==> config.mk <==
export PLATFORM = sky130hd
export DESIGN_NAME = frame_write_arbiter
export DESIGN_NICKNAME = d
export VERILOG_FILES = /design/src/rtl/frame_write_arbiter.sv
export SDC_FILE = /design/constraint.sdc
export NUM_CORES = 1
export LEC_CHECK = 0
export ABC_AREA = 1
export ABC_CLOCK_PERIOD_IN_PS = 6150
export CORE_MARGIN = 8
export CORE_UTILIZATION = 55
export CTS_CLUSTER_SIZE = 14
export DETAILED_ROUTE_END_ITERATION = 6
export GPL_TIMING_DRIVEN = 0
export PLACE_DENSITY = 0.85
export SLEW_MARGIN = 20
export SYNTH_ARGS = -nofsm -noshare
export SYNTH_HDL_FRONTEND = slang
export SYNTH_SLANG_ARGS = --single-unit
==> constraint.sdc <==
create_clock -name Clk -period 6.15 [get_ports Clk]
set_clock_uncertainty 0.15 [all_clocks]
set_input_delay 0.9225 -clock Clk [delete_from_list [all_inputs] [get_ports Clk]]
set_output_delay 0.9225 -clock Clk [all_outputs]
set_load 0.03 [all_outputs]
==> src/rtl/frame_write_arbiter.sv <==
// frame_write_arbiter: owns the frame-buffer RAM write port (two 4-bit pixels
// per 16-bit word). It shares the port between the red and blue trail writers
// and a full-buffer clear engine, and issues at most one registered write per cycle.
// Build option: FIXED_PRIORITY_EN makes red always win ties. No pointer is kept.
module frame_write_arbiter #(
    parameter int          H_RES    = 640,
    parameter int          V_RES    = 480,
    parameter logic [3:0]  BG_COLOR = 4'h0
) (
    input  logic        Clk,
    input  logic        Reset,
    input  logic        clear_start,
    output logic        clear_busy,
    output logic        clear_done,
    input  logic        r_req,
    input  logic [9:0]  r_x,
    input  logic [9:0]  r_y,
    input  logic [3:0]  r_color,
    output logic        r_ack,
    input  logic        b_req,
    input  logic [9:0]  b_x,
    input  logic [9:0]  b_y,
    input  logic [3:0]  b_color,
    output logic        b_ack,
    output logic        drop,
    output logic        WE,
    output logic [18:0] write_address,
    output logic [15:0] Data_Out
);

    localparam logic [18:0] HALF_W    = 19'(H_RES / 2);
    localparam logic [18:0] LAST_WORD = 19'((H_RES / 2) * V_RES - 1);
    localparam logic [10:0] X_LIM     = 11'(H_RES);
    localparam logic [10:0] Y_LIM     = 11'(V_RES);
    localparam logic [15:0] CLR_WORD  = {4'h0, BG_COLOR, 4'h0, BG_COLOR};

    typedef enum logic [1:0] {S_IDLE, S_CLEAR, S_DONE} state_t;

    state_t      state_q, state_d;
    logic [18:0] cnt_q, cnt_d;
    logic        we_q, we_d;
    logic        drop_q, drop_d;
    logic [18:0] addr_q, addr_d;
    logic [15:0] data_q, data_d;
    logic        grant_r, grant_b, idle_free;
    logic [9:0]  sel_x, sel_y;
    logic [3:0]  sel_c;
    logic        in_range;

`ifndef FIXED_PRIORITY_EN
    typedef enum logic {SIDE_RED, SIDE_BLUE} side_t;
    side_t ptr_q, ptr_d;

    // Round-robin pointer register; it names the side preferred on a tie.
    always_ff @(posedge Clk) begin
        if (Reset) ptr_q <= SIDE_RED;
        else       ptr_q <= ptr_d;
    end
`endif

    // Grant decision: bikes are served only in IDLE, and never alongside clear_start.
    always_comb begin
        idle_free = (state_q == S_IDLE) && !clear_start;
`ifdef FIXED_PRIORITY_EN
        grant_r = idle_free && r_req;
        grant_b = idle_free && b_req && !r_req;
`else
        grant_r = idle_free && r_req && (!b_req || (ptr_q == SIDE_RED));
        grant_b = idle_free && b_req && !grant_r;
        ptr_d   = ptr_q;
        if (grant_r)      ptr_d = SIDE_BLUE;
        else if (grant_b) ptr_d = SIDE_RED;
`endif
    end

    // Select the granted request's coordinates and colour, then check them against the frame.
    always_comb begin
        sel_x    = grant_b ? b_x     : r_x;
        sel_y    = grant_b ? b_y     : r_y;
        sel_c    = grant_b ? b_color : r_color;
        in_range = ({1'b0, sel_x} < X_LIM) && ({1'b0, sel_y} < Y_LIM);
    end

    // Next state, clear counter and next write-stage contents.
    always_comb begin
        state_d = state_q;
        cnt_d   = cnt_q;
        we_d    = 1'b0;
        drop_d  = 1'b0;
        addr_d  = addr_q;
        data_d  = data_q;
        case (state_q)
            S_IDLE: begin
                if (clear_start) begin
                    state_d = S_CLEAR;
                    cnt_d   = '0;
                end else if (grant_r || grant_b) begin
                    if (in_range) begin
                        we_d   = 1'b1;
                        addr_d = 19'(sel_x[9:1]) + 19'(sel_y) * HALF_W;
                        data_d = {4'h0, sel_c, 4'h0, sel_c};
                    end else begin
                        drop_d = 1'b1;
                    end
                end
            end
            S_CLEAR: begin
                we_d   = 1'b1;
                addr_d = cnt_q;
                data_d = CLR_WORD;
                // A restart takes precedence over finishing, so an aborted pass never reaches DONE.
                if (clear_start)             cnt_d   = '0;
                else if (cnt_q == LAST_WORD) state_d = S_DONE;
                else                         cnt_d   = cnt_q + 19'd1;
            end
            S_DONE: begin
                if (clear_start) begin
                    state_d = S_CLEAR;
                    cnt_d   = '0;
                end else begin
                    state_d = S_IDLE;
                end
            end
            default: state_d = S_IDLE;
        endcase
    end

    // State, counter and registered write stage.
    always_ff @(posedge Clk) begin
        if (Reset) begin
            state_q <= S_IDLE;
            cnt_q   <= '0;
            we_q    <= 1'b0;
            drop_q  <= 1'b0;
            addr_q  <= '0;
            data_q  <= '0;
        end else begin
            state_q <= state_d;
            cnt_q   <= cnt_d;
            we_q    <= we_d;
            drop_q  <= drop_d;
            addr_q  <= addr_d;
            data_q  <= data_d;
        end
    end

    assign r_ack         = grant_r;
    assign b_ack         = grant_b;
    assign clear_busy    = (state_q != S_IDLE);
    assign clear_done    = (state_q == S_DONE);
    assign WE            = we_q;
    assign drop          = drop_q;
    assign write_address = addr_q;
    assign Data_Out      = data_q;

endmodule

Word level (Yosys, flattened, before mapping)
Index checks and enable logic that the tools add are counted.

word-level totals
  output and inout bits = 41
  bits of input ports = 53
  word-level logic and storage cells = 74
  memories = 0
  RAM bits = 0
  latch bits = 0
  register bits = 59
  ROM bits = 0

cells by class
  bitwise operators = 3
  multiply operators = 1
  shift operators = 0
  add/subtract/negate cells = 2
  divide/modulo/power cells = 0
  order comparisons = 2
  mux-type cells = 27
  reduce and logical (&&, ||, !) cells = 21
  eq/ne operators = 11

operators with widths
  kind                   count
  $mux 19                6
  $pmux 19 s2            2
  $mux 16                3
  $pmux 16 s2            1
  $mux 10                2
  $add 19x1->19 const B  1
  $add 9x19->19          1
  $eq 19x18->1 const B   1
  $mul 10x3->13 const B  1
  $lt 10x10->1 const B   1
  $lt 10x9->1 const B    1
  $ne 2x2->1 const B     5
  $reduce_bool 2->1      4
  $mux 1                 7
  $logic_and 1x1->1      6
  $mux 2                 3
  $pmux 2 s3             1
  $reduce_and 3->1       2
  $mux 4                 1
  $ne 2x1->1 const B     2
  $reduce_and 4->1       1
  $reduce_or 4->1        1
  $logic_not 1->1        3
  $ne 3x3->1 const B     1
  other kinds (7)        10

Logic depth before layout (Yosys ltp)
  word-level depth = 13
  depth in mapped cells = 25
  depth with buffers taken out = 23

Worst setup path before layout
Ideal clock, no wire load.

  kind = input port to flip-flop
  start = input port clear_start
  end = register addr_q[17], in the netlist write_address[17]
  path slack = 1773 ps
  data required time = 5868 ps
  cell stages on the path = 23
  buffers on the path = 2
  arrival = 4095 ps
  library setup time = 132 ps
  cells stage by stage = buf_2 -> inv_2 -> nand2_2 -> nor2_8 -> nand2_4 -> inv_2 -> clkbuf_1 -> nand2_1 -> nand2_1 -> ha_1 -> ha_1 -> fa_1 -> nand2_1 -> inv_1 -> nand2_1 -> nor2_1 -> nand3_1 -> nor2_1 -> nand2_1 -> nand2_1 -> nand3_1 -> nand2_1 -> a21oi_1

between the ends
  word-level cells in the longest chain between the ends = 13
  elaborated cells on any way between the ends = 23
  classes of those cells = add/sub (1); mul (1); order compare (2); eq/ne (3); mux (6); reduce/logical (10)

RTL lines
  element                         RTL line  text
  from (decl)                     12        input logic clear_start,
  $logic_not 1->1 *               63        idle_free = (state_q == S_IDLE) && !clear_start;
  $logic_and 1x1->1 *             63
  $logic_and 1x1->1 (2 in a row)  68        grant_r = idle_free && r_req && (!b_req || (ptr_q == SIDE_RED));
  $logic_not 1->1                 69        grant_b = idle_free && b_req && !grant_r;
  $logic_and 1x1->1 *             69
  via b_ack                       24        output logic b_ack,
  $mux 10                         79        sel_y = grant_b ? b_y : r_y;
  $mul 10x3->13                   100       addr_d = 19'(sel_x[9:1]) + 19'(sel_y) * HALF_W;
  $add 9x19->19                   100
  $mux 19                         98        if (in_range) begin
  $mux 19                         97        end else if (grant_r || grant_b) begin
  $mux 19                         94        if (clear_start) begin
  $pmux 19 s2                     92        case (state_q)
  to (signal assigned)            142       addr_q <= addr_d;
  to (decl)                       43        logic [18:0] addr_q, addr_d;

The timed path passes the listed nets; every way through them passes the cells marked *. The select of a mux whose other input is x is not followed.
A chain may end at the register's enable or synchronous reset.

Worst setup path after layout
  start = input port b_req
  end = register addr_q[17], in the netlist write_address[17]

between the ends
  word-level cells in the longest chain between the ends = 12
  elaborated cells on any way between the ends = 21
  classes of those cells = add/sub (1); mul (1); order compare (2); eq/ne (2); mux (6); reduce/logical (9)

RTL lines
  element            RTL line  text
  from (decl)        20        input logic b_req,
  $logic_not 1->1    68
  $logic_or 1x1->1   68
  $logic_and 1x1->1  68
  $logic_not 1->1    69
  $logic_and 1x1->1  69
  $mux 10            79
  $mul 10x3->13      100
  $add 9x19->19      100
  $mux 19            98
  $mux 19            97
  $mux 19            94
  $pmux 19 s2        92

Parallel ways exist; a longest one is shown, timed or not. The select of a mux whose other input is x is not followed.

==> flow_metrics.py <==
metrics = {
    "synth": {
        "ys.flop_type": "dfxtp_1",
        "ys_warn_count": 0,
        "syn_area_um2": 3980,
        "yosysSeqAreaShare_pct": 23.7,
        "synth.distinct_cells": 34,
        "synth-seq-cells": 47,
        "synthArstFlopShare_pct": 0,
        "avgSynthCellArea_um2": 6.03,
        "synth_edf_count": 0,
        "syn_inst": 659,
    },
    "sta": {
        "min_period_ns": 4.64,
        "finalWorstSetupSlack_ns": 1.51,
        "tns_ns": 0,
        "fin_crit_sh_pct": 75.4,
        "max_freq_ghz": 0.216,
        "slew_headroom_pct": 60.5,
        "worst_pin_slew_ns": 0.588,
        "hold_viol": 0,
        "setup_viol_count_final": 0,
        "rsz0062_at_grt": "no",
        "maxSlewViolCount": 0,
    },
    "clock_network": {
        "cts_setup_buffers": 0,
        "clockBufferDepth": 2,
        "htreeDepth": 2,
        "clock-sinks": 47,
        "numCtsBuffers": 5,
        "cts_tree": "built",
        "clkLatencyLatePin_ns": 0.31,
        "path_clk_slew_ns": 0.10,
        "postCtsHoldBufs": 0,
        "cts_resized": 0,
        "root_buffer": "clkbuf_8",
    },
    "worst_hold_path": {
        "min_path_type": "reg -> reg",
    },
    "global_routing": {
        "grt_use_total_pct": 25.7,
        "grt_first_pass_wirelength_mm": 21.1,
        "grt_overflow": 0,
        "grt_pass1_vias": 4485,
        "antenna_found_initial": 0,
        "grt_max_degree": 17,
    },
    "pwr": {
        "power_per_cell_area_nw_per_um2": 217,
        "p_sw_share_pct": 41.3,
        "p_clk_share_pct": 22.5,
        "p_leak_uw": 0.00237,
        "peakVddDrop_uv": 115,
        "p_switching_uw": 453,
        "seq_power_share_pct": 31.3,
        "combPwrFrac_pct": 46.2,
        "total_power_uw": 1100,
        "internal-power_uw": 644,
    },
    "finish": {
        "area_growth_pct": 27.1,
        "layout_commonest_cell": "nand2_1",
        "antenna_cells": 0,
        "mostFrequentLayoutCells": "nand2_1 (204), clkdlybuf4s50_1 (81), inv_1 (80)",
        "final_nets": 829,
        "layout-drive-gt1-share_pct": 5.96,
    },
    "placed_design": {
        "gp_congestion": 0.942,
        "hpwlAfterDp_mm": 10.4,
        "place_worst_setup_slack_ns": 1.22,
        "port_buffers": 81,
    },
    "drt": {
        "drt_iter0_markers": 299,
        "totalWireLength_mm": 13.0,
        "antenna_left": 0,
        "num_vias": 4591,
        "wl_per_cell_um": 15.2,
        "post-route-drc-count": 0,
        "via_per_inst": 5.38,
        "first_pass_iters": 5,
    },
    "floorplan": {
        "fp.coreArea_um2": 7140,
        "dieWidth_um": 101,
        "start_util_pct": 55.7,
        "die_h_um": 101,
        "io_pins": 94,
        "die_area_um2": 10200,
        "rows": 31,
    },
    "setup_path": {
        "crit_fanout": 10,
        "required_ns": 6.18,
        "rrSetupSlack_ns": 2.06,
        "arrival_ns": 4.67,
        "worstSetupPathType": "in -> reg",
        "endpoint_kind": "register",
        "start_kind": "primary input",
    },
    "flow_run": {
        "cap_viol_max_count": 0,
    },
    "status": {
        "status": "completed",
    },
}
[per-stage QoR]
step | util, % | std cells | hold WS [ns] | instance area, um^2
after global routing | 70.8 | 854 | 0.343 | 5050
final | 70.8 | 854 | 0.322 | 5050
after global placement | 69.2 | 846 | 0.299 | 4940
after floorplan | - | 666 | 0.290 | 4000
after detailed placement | 69.2 | 846 | 0.313 | 4940
after CTS | 70.8 | 854 | 0.327 | 5050
[cells by family (layout without fill, tap and decap cells)]
logic type	after synthesis	count (layout)	synth area share, %
flip-flops	47	47	23.7
other	1	8	0.0943
adder cells (fa/ha/maj)	22	22	7.30
AO/OA/AOI/OAI	52	52	7.05
buffers and inverters	120	209	13.2
XOR/XNOR	13	13	2.86
AND/OR/NAND/NOR	404	404	45.8
[sequential cells by signal, summed over array words and instances (netlist names)]
signal         flops
Data_Out           4
WE                 1
cnt_q             19
drop               1
ptr_q              1
state_q            2
write_address     19
[Yosys cell counts (3+ instances only)]
| library cell | n | area (um^2) |
|---|---|---|
| nand3_1 | 45 | 225 |
| ha_1 | 20 | 250 |
| nand4_1 | 24 | 150 |
| o21ai_1 | 3 | 15.0 |
| xor2_1 | 9 | 78.8 |
| inv_2 | 4 | 15.0 |
| nor3_1 | 13 | 65.1 |
| nand2_2 | 6 | 37.5 |
| clkbuf_1 | 16 | 60.1 |
| buf_4 | 13 | 97.6 |
| buf_6 | 3 | 33.8 |
| inv_1 | 80 | 300 |
| nor4_1 | 7 | 43.8 |
| nand2_1 | 204 | 766 |
| nor2_1 | 79 | 297 |
| nand3b_1 | 18 | 135 |
| xnor2_1 | 4 | 35.0 |
| nor2_2 | 3 | 18.8 |
| o21bai_1 | 3 | 22.5 |
| o21ai_0 | 12 | 60.1 |
| a21oi_1 | 30 | 150 |
| dfxtp_1 | 47 | 941 |
[power by group through the flow]
stage / combinational, uW / clock, uW / sequential (uW)
after detailed placement: 500 / 0 / 350
after global routing: 560 / 257 / 346
after global placement: 488 / 0 / 349
after floorplan: 302 / 0 / 387
final: 507 / 246 / 343
after CTS: 502 / 246 / 343
[worst max-delay path: stages]
cell             delay [ns]
clkdlybuf4s50_1        0.42
nand2_1                0.11
nand4_4                0.19
nand2_4                0.15
buf_6                  0.16
clkbuf_1               0.40
nand2_1                0.09
nand2_1                0.18
ha_1                   0.26
ha_1                   0.22
fa_1                   0.53
nand2_1                0.06
inv_1                  0.05
nand2_1                0.07
nor2_1                 0.13
nand3_1                0.11
nor2_1                 0.21
nand2_1                0.08
nand2_1                0.06
nand3_1                0.07
nand2_1                0.10
a21oi_1                0.06
[path summary, 6_finish.rpt]
check	cells after the start	to	from
min reg2reg	2	ptr_q	ptr_q
max reg2reg	22	write_address[17]	state_q[0]
min	2	ptr_q	ptr_q
max	22	write_address[17]	b_req
[layout make-up]
class | count | area [um^2]
multi-input cells | 499 | 2540
fillers | 648 | 2080
flip-flops and latches | 47 | 941
repair buffers | 81 | 811
inverters | 84 | 315
plain buffers | 36 | 209
well taps | 99 | 124
clock buffers | 5 | 68.8
clock inverters | 3 | 46.3
[per-layer routing]
metal / routed length, um / GRT usage (%) / up-vias
met5: 0 / 0 / -
met4: 308 / 8.93 / 0
met3: 1010 / 4.42 / 35
met2: 6530 / 47.8 / 212
met1: 5160 / 28.4 / 2071
li1: - / - / 2273
Note: power is estimated with default switching activity, not from simulation.
